<file path="config.mk">
export PLATFORM = sky130hd
export DESIGN_NAME = a8_cmd_fifo
export DESIGN_NICKNAME = d
export VERILOG_FILES = /design/src/rtl/a8_cmd_fifo.sv
export SDC_FILE = /design/constraint.sdc
export NUM_CORES = 1
export LEC_CHECK = 0
export ABC_AREA = 0
export CAP_MARGIN = 15
export CORE_MARGIN = 1
export CORE_UTILIZATION = 65
export DETAILED_ROUTE_END_ITERATION = 8
export GPL_ROUTABILITY_DRIVEN = 1
export PLACE_DENSITY = 0.91
export REMOVE_ABC_BUFFERS = 1
export SLEW_MARGIN = 20
export SYNTH_ARGS = -nofsm -noshare
export SYNTH_HDL_FRONTEND = slang
export SYNTH_SLANG_ARGS = --single-unit
</file>
<file path="constraint.sdc">
create_clock -name clk200 -period 4.71 [get_ports clk200]
set_input_delay 1.413 -clock clk200 [delete_from_list [all_inputs] [get_ports clk200]]
set_output_delay 1.413 -clock clk200 [all_outputs]
set_load 0.03 [all_outputs]
</file>
<file path="src/rtl/a8_cmd_fifo.sv">
// A8 command-page write filter feeding a small {offset,data} FIFO.
// Optional saturating drop counter: define A8_CMD_DROP_COUNT_EN.
module a8_cmd_fifo #(
   parameter logic [7:0] BASE_PAGE  = 8'hD5,
   parameter int         DEPTH_LOG2 = 4,
   parameter logic [7:0] CTRL_FLUSH = 8'hA5,
   parameter logic [7:0] CTRL_CLRO  = 8'h5A
) (
   input  logic                  clk200,
   input  logic                  a8_rst_n,
   input  logic                  bus_wr_stb,
   input  logic [15:0]           bus_addr,
   input  logic [7:0]            bus_data,
   output logic                  cmd_valid,
   input  logic                  cmd_ready,
   output logic [7:0]            cmd_addr,
   output logic [7:0]            cmd_data,
   output logic [DEPTH_LOG2:0]   fifo_level,
`ifdef A8_CMD_DROP_COUNT_EN
   output logic [7:0]            drop_count,
`endif
   output logic                  overflow
);

   localparam int PW    = DEPTH_LOG2;
   localparam int LW    = DEPTH_LOG2 + 1;
   localparam int DEPTH = 1 << DEPTH_LOG2;
   localparam logic [LW-1:0] FULL_LVL = LW'(DEPTH);

   logic [15:0]   mem [DEPTH];
   logic [PW-1:0] wr_ptr;
   logic [PW-1:0] rd_ptr;
   logic [PW-1:0] rd_nxt;
   logic [LW-1:0] lvl_after_pop;
   logic [LW-1:0] lvl_nxt;
   logic [15:0]   head_nxt;
   logic [15:0]   entry;
   logic          hit;
   logic          ctrl;
   logic          push_req;
   logic          flush;
   logic          clro;
   logic          full;
   logic          pop;
   logic          push;
   logic          drop;

   always_comb begin
      hit      = bus_wr_stb && (bus_addr[15:8] == BASE_PAGE);
      ctrl     = hit && (bus_addr[7:0] == 8'hFF);
      push_req = hit && !ctrl;
      flush    = ctrl && (bus_data == CTRL_FLUSH);
      clro     = ctrl && (bus_data == CTRL_CLRO);
      full     = (fifo_level == FULL_LVL);
      pop      = cmd_valid && cmd_ready;
      push     = push_req && (!full || pop);
      drop     = push_req && full && !pop;
      entry    = {bus_addr[7:0], bus_data};
      rd_nxt   = rd_ptr + PW'(pop);
      lvl_after_pop = fifo_level - LW'(pop);
      lvl_nxt  = lvl_after_pop + LW'(push);
   end

   // The head register is loaded directly from the bus when the
   // entry lands in an otherwise empty FIFO; no same-cycle fall-through.
   always_comb begin
      head_nxt = '0;
      if (lvl_after_pop == '0) begin
         if (push)
            head_nxt = entry;
      end else begin
         head_nxt = mem[rd_nxt];
      end
   end

   always_ff @(posedge clk200) begin
      if (push)
         mem[wr_ptr] <= entry;
   end

   always_ff @(posedge clk200 or negedge a8_rst_n) begin
      if (!a8_rst_n) begin
         wr_ptr     <= '0;
         rd_ptr     <= '0;
         fifo_level <= '0;
         cmd_valid  <= 1'b0;
         cmd_addr   <= 8'h00;
         cmd_data   <= 8'h00;
      end else if (flush) begin
         wr_ptr     <= '0;
         rd_ptr     <= '0;
         fifo_level <= '0;
         cmd_valid  <= 1'b0;
         cmd_addr   <= 8'h00;
         cmd_data   <= 8'h00;
      end else begin
         if (push)
            wr_ptr <= wr_ptr + PW'(1);
         rd_ptr     <= rd_nxt;
         fifo_level <= lvl_nxt;
         cmd_valid  <= (lvl_nxt != '0);
         cmd_addr   <= head_nxt[15:8];
         cmd_data   <= head_nxt[7:0];
      end
   end

   always_ff @(posedge clk200 or negedge a8_rst_n) begin
      if (!a8_rst_n)
         overflow <= 1'b0;
      else if (clro)
         overflow <= 1'b0;
      else if (drop)
         overflow <= 1'b1;
   end

`ifdef A8_CMD_DROP_COUNT_EN
   always_ff @(posedge clk200 or negedge a8_rst_n) begin
      if (!a8_rst_n)
         drop_count <= 8'h00;
      else if (clro)
         drop_count <= 8'h00;
      else if (drop && (drop_count != 8'hFF))
         drop_count <= drop_count + 8'h01;
   end
`endif

endmodule

</file>
After elaboration in Yosys (flattened, before gate mapping)
Memory sizes are Yosys's and may differ from the RTL's.
Cells that the tools add are included.

cells by class
  add/subtract/negate cells = 4
  reduce and logical (&&, ||, !) cells = 17
  eq/ne operators = 5
  muxes and demuxes = 13

operators with widths
  cell                 number
  $mux 16              2
  $eq 8x8->1 const B   3
  $mux 8               2
  $mux 4               3
  $logic_and 1x1->1    9
  $eq 8x7->1 const B   1
  $add 5x1->5          1
  $eq 5x5->1 const B   1
  $logic_not 5->1      1
  $mux 1               5
  $mux 5               1
  $reduce_bool 5->1    1
  $sub 5x1->5          1
  $add 4x1->4          1
  $add 4x1->4 const B  1
  $reduce_bool 2->1    2
  $logic_not 1->1      3
  $logic_or 1x1->1     1

storage, ports and cells
  bits in writable memories = 256
  register bits after elaboration = 31
  output and inout bits = 23
  memories kept = 1

memory list
  name  depth  width  rd ports  clocked after memory_dff  wr ports  line  source
  mem   16     16     1         0                         1         30    logic [15:0] mem [DEPTH];

Longest topological paths before layout
Gate-level depths: netlist (run 1).

  depth in word-level cells = 9
  gate-level depth with buffers = 11
  gate-level depth less buffers = 9

Least setup slack after synthesis (run 1)
OpenSTA, ideal clock, no wires.

  path kind = input to register
  from = in bus_addr[11]
  to = reg cmd_valid
  slack = 0.752 ns
  cell stages on the path = 10
  data arrival time = 3.816 ns
  required time = 4.568 ns
  path through = nor3b_1 -> nor4bb_1 -> nor3b_2 -> clkbuf_1 -> ha_1 -> ha_1 -> mux2_2 -> o32ai_1 -> xnor2_1 -> a41oi_1

between the ends
  word-level cells in the longest chain between the ends = 9
  elaborated cells between the ends (all ways) = 10

RTL lines
  what                   line  source
  start, declared        12    input logic [15:0] bus_addr,
  $eq 8x8->1 (*)         49    hit = bus_wr_stb && (bus_addr[15:8] == BASE_PAGE);
  $logic_and 1x1->1 (*)  49
  $logic_and 1x1->1      50    ctrl = hit && (bus_addr[7:0] == 8'hFF);
  $logic_not 1->1        51    push_req = hit && !ctrl;
  $logic_and 1x1->1      51
  $logic_and 1x1->1      56    push = push_req && (!full || pop);
  $add 5x1->5            61    lvl_nxt = lvl_after_pop + LW'(push);
  $reduce_bool 5->1      101   cmd_valid <= (lvl_nxt != '0);
  $mux 1 (*)             89    end else if (flush) begin
  end signal, assigned   101
  end, declared          14    output logic cmd_valid,

Every way passes the cells marked *; elsewhere a longest branch is shown, timed or not.
A chain may end at the register's enable or synchronous reset.

Worst setup path in the final report (run 1)
  from = in bus_addr[10]
  to = mem mem[0][7], enable pin

between the ends
  word-level cells in the longest chain between the ends = 8

RTL lines
  what                              line  source
  $eq 8x8->1 (*)                    49
  $logic_and 1x1->1 (*)             49
  $logic_and 1x1->1                 50
  $logic_not 1->1                   51
  $logic_and 1x1->1 (*)             51
  $logic_and 1x1->1 (*)             56
  $mux 1 (*)                        77    if (push)
  $mux 1 (not written as such) (*)  78    mem[wr_ptr] <= entry;
  end, declared                     30

Marked as above.

==> results of run 1 <==
## worst max-delay path: stages
cell and delay, ns:
sky130_fd_sc_hd__clkdlybuf4s50_1 0.46, sky130_fd_sc_hd__nor3b_1 0.26, sky130_fd_sc_hd__nor4bb_1 0.28, sky130_fd_sc_hd__buf_4 0.19, sky130_fd_sc_hd__nor3b_2 0.37, sky130_fd_sc_hd__buf_4 0.33
sky130_fd_sc_hd__nor3b_1 0.48, sky130_fd_sc_hd__and2_1 0.34, sky130_fd_sc_hd__buf_4 0.30
## synthesized netlist by cell type (3+ instances only)
cell type                  number
sky130_fd_sc_hd__a21oi_1        4
sky130_fd_sc_hd__xnor2_1        4
sky130_fd_sc_hd__nor4bb_1       5
sky130_fd_sc_hd__o22ai_1       16
sky130_fd_sc_hd__nor2_1        27
sky130_fd_sc_hd__mux2_2        17
sky130_fd_sc_hd__clkbuf_1      10
sky130_fd_sc_hd__and3_1         6
sky130_fd_sc_hd__or3_1         16
sky130_fd_sc_hd__nand4_1        4
sky130_fd_sc_hd__edfxtp_1     256
sky130_fd_sc_hd__inv_1          8
sky130_fd_sc_hd__ha_1          10
sky130_fd_sc_hd__nand2_1       18
sky130_fd_sc_hd__and2_1        13
sky130_fd_sc_hd__buf_4          5
sky130_fd_sc_hd__nor2b_1        7
sky130_fd_sc_hd__mux4_2        64
sky130_fd_sc_hd__buf_2          9
sky130_fd_sc_hd__nor3_1         3
sky130_fd_sc_hd__mux2i_1       18
sky130_fd_sc_hd__dfrtp_1       31
## through the flow
step	util (%)	TNS, ns
6_report	77.94	0
4_1_cts	77.94	0
2_1_floorplan	-	-11.09
3_5_place_dp	73.18	0
5_1_grt	77.94	0
3_3_place_gp	73.18	0
## cells by family (layout without fill, tap and decap cells)
family / after synthesis / in the layout / synth area share, %
DFF: 287 / 287 / 73.50
muxes: 99 / 99 / 15.74
adders and majority gates: 10 / 10 / 1.087
buffers and inverters: 35 / 168 / 1.499
and+or+nand+nor: 113 / 113 / 5.585
xor gates and xnor gates: 7 / 7 / 0.5977
AOI/OAI and AO/OA: 31 / 31 / 1.989
## placed cells by master (no fill, tap or decap), types with 15 or more instances in the layout
master	count
sky130_fd_sc_hd__edfxtp_1	256
sky130_fd_sc_hd__nor2_1	27
sky130_fd_sc_hd__clkbuf_16	28
sky130_fd_sc_hd__o22ai_1	16
sky130_fd_sc_hd__nand2_1	18
sky130_fd_sc_hd__dfrtp_1	31
sky130_fd_sc_hd__buf_4	54
sky130_fd_sc_hd__clkdlybuf4s50_1	50
sky130_fd_sc_hd__clkbuf_1	15
sky130_fd_sc_hd__mux4_2	64
sky130_fd_sc_hd__or3_1	16
sky130_fd_sc_hd__mux2i_1	18
sky130_fd_sc_hd__mux2_2	17
## layer usage
layer	track usage (%)	wire length [um]	vias up
met1	41.58	9677	3300
met5	0	0	-
met2	53.82	14200	499
met3	4.842	2385	112
met4	15.42	1339	0
li1	-	-	2576
## flip-flops by register name, summed over array words and instances, names as in the netlist
signal      flops
cmd_valid       1
rd_ptr          4
mem           256
fifo_level      5
overflow        1
wr_ptr          4
cmd_data        8
cmd_addr        8
## power by group through the flow
stage / logic (mW) / registers [mW] / clock network (mW)
3_3_place_gp: 3.02 / 3.04 / 0
6_report: 3.22 / 3.02 / 2.04
3_5_place_dp: 3.17 / 3.05 / 0
5_1_grt: 3.37 / 3.02 / 2.15
2_1_floorplan: 2.00 / 3.21 / 0
4_1_cts: 3.23 / 3.01 / 2.05
## final cells by class
| class | count | share of cell area, % |
|---|---|---|
| sequential | 287 | 62.77 |
| multi-input combinational | 260 | 21.47 |
| timing repair buffer | 108 | 7.313 |
| clock inverter | 6 | 0.2877 |
| inverter | 9 | 0.2506 |
| tap | 225 | 2.088 |
| clock buffer | 45 | 5.819 |
## final timing paths
check / to / slack [ns] / cells past startpoint
min in group asynchronous: cmd_data[1] / 1.28 / 2
max in group asynchronous: rd_ptr[2] / 3.11 / 2
hold reg to reg: overflow / 0.58 / 2
setup reg to reg: mem[0][7] / 1.61 / 7
hold / removal: overflow / 0.58 / 2
setup / recovery: mem[0][7] / 0.52 / 9
==> qor.yml, run 1 <==
placed_design:
  pre_cts_slack_ns: 0.2298
  placed_cells: 889
  gp_congestion: 0.8790
  port_buffers: 50
  post-dp-hpwl_um: 16590
  placed_cell_area_um2: 12660
pwr:
  power.share.combinational_pct: 38.9
  total_net_switching_power_mw: 2.672
  power.density_cell_area_nw_per_um2: 614.6
  netSwitchingFraction_pct: 32.25
  seq_power_share_pct: 36.4
  leakage_nw: 4.537
  peakVddDrop_mv: 0.5945
  power.total_mw: 8.286
  internal-power_mw: 5.614
  share_clk_of_total_power_pct: 24.7
synthesis:
  yosysSeqAreaShare_pct: 73.50
  yosys_warnings: 0
  area_contributors_post_synth: "sky130_fd_sc_hd__edfxtp_1, sky130_fd_sc_hd__mux4_2, sky130_fd_sc_hd__dfrtp_1"
  synthArstFlopShare_pct: 10.80
  syn_inst_count: 582
  synth.distinct_cells: 46
  synth_area_per_cell_um2: 19.78
  yosysTopAreaCell: "sky130_fd_sc_hd__edfxtp_1"
  register_bit_total_from_synthesis: 287
  synthDominantCellAreaShare_pct: 66.76
  dominantRegCellSynth: "sky130_fd_sc_hd__edfxtp_1"
  synth-edff-count: 256
  synth_area_um2: 11510
timing:
  fin_crit_sh_pct: 89.03
  rsz0062_at_grt: "no"
  finalWorstSetupSlack_ns: 0.5167
  finalHoldWorstSlack_ns: 0.5792
  fmaxAchievable_ghz: 0.2385
  max-slew-margin-rel_pct: 51.85
  hold_violations: 0
  finalCriticalPeriod_ns: 4.193
  drv_slew: 0
  fin_skew_ns: 0.01402
  worst_pin_slew_ns: 0.7201
  setup_viol_count_final: 0
floorplanning:
  floorplan.core_area_um2: 17300
  io_pins: 51
  placement_rows: 48
  die_h_um: 135.1
  dieArea_um2: 18250
  floorplan.die.width_um: 135.1
  initial_core_utilization_pct: 66.57
cts:
  cts_hold_buffers: 0
  worstSkewPairLatency_ns: 0.55
  bufs_on_longest_clock_path: 3
  clkSinkCount: 287
  clock_tree_from_tritoncts: "done"
  cts.htree.levels: 1
  clk_pin_slew_worst_paths_ns: 0.06
  post-cts-setup-buffer-count: 0
  cts_inserted_buffers: 28
  cts-root-buf: "sky130_fd_sc_hd__clkbuf_16"
  cts_resized: 0
finish:
  postLayoutCellArea_um2: 13480
  num-fill-cells: 828
  final-seq-area_um2: 8463
  final_layout_size_suffix_gt1_share_pct: 25.87
  final-instance-count-excl-fill: 940
  antennaDiodeCount: 0
  synthToLayoutAreaGrowth_pct: 17.08
  multi_input_combinational_cell_area_um2: 2894
  finalNetCount: 732
routing:
  drt.antenna.violating_nets: 0
  wire_per_inst_um: 29.37
  drt_wl_total_um: 27610
  avgViaCountPerCell: 6.901
  number_of_detailed_routing_iterations_run_before_antenna_repair: 5
  drcViolationCount: 0
  vias: 6487
  initialDrtViolationCount: 829
critical_path:
  crit_start: "bus_addr[10]"
  crit-reg2reg-launch: "fifo_level[2]"
  critical_path_startpoint_category: "input pin"
  worstPathRequired_ns: 4.94
  worstSetupPathType: "in2reg"
  maximum_fanout_encountered_on_the_critical_timing_path: 18
  worst_setup_path_end_kind: "flop"
  data_arrival_at_the_endpoint_of_the_critical_path_ns: 4.42
min_path:
  holdCritStartpoint: "overflow"
  hold_class: "reg2reg"
global_route:
  first_global_vias: 6841
  grt_max_degree: 32
  antenna_found_initial: 0
  gr_util_all_layers_pct: 32.05
  grt_pass1_wl_um: 41250
  grt_overflow: 0
status:
  run_status: "finished, final reports clean"
job:
  max-cap-violations: 0
(Power assumes the default switching activity.)
==> run 2, diff against run 1 <==
--- a/config.mk
+++ b/config.mk
@@ -6,7 +6,6 @@
 export NUM_CORES = 1
 export LEC_CHECK = 0
 export ABC_AREA = 0
-export CAP_MARGIN = 15
 export CORE_MARGIN = 1
 export CORE_UTILIZATION = 65
 export DETAILED_ROUTE_END_ITERATION = 8
==> results of run 2 <==
Final layout, timing and power as in run 1 (identical DEF).
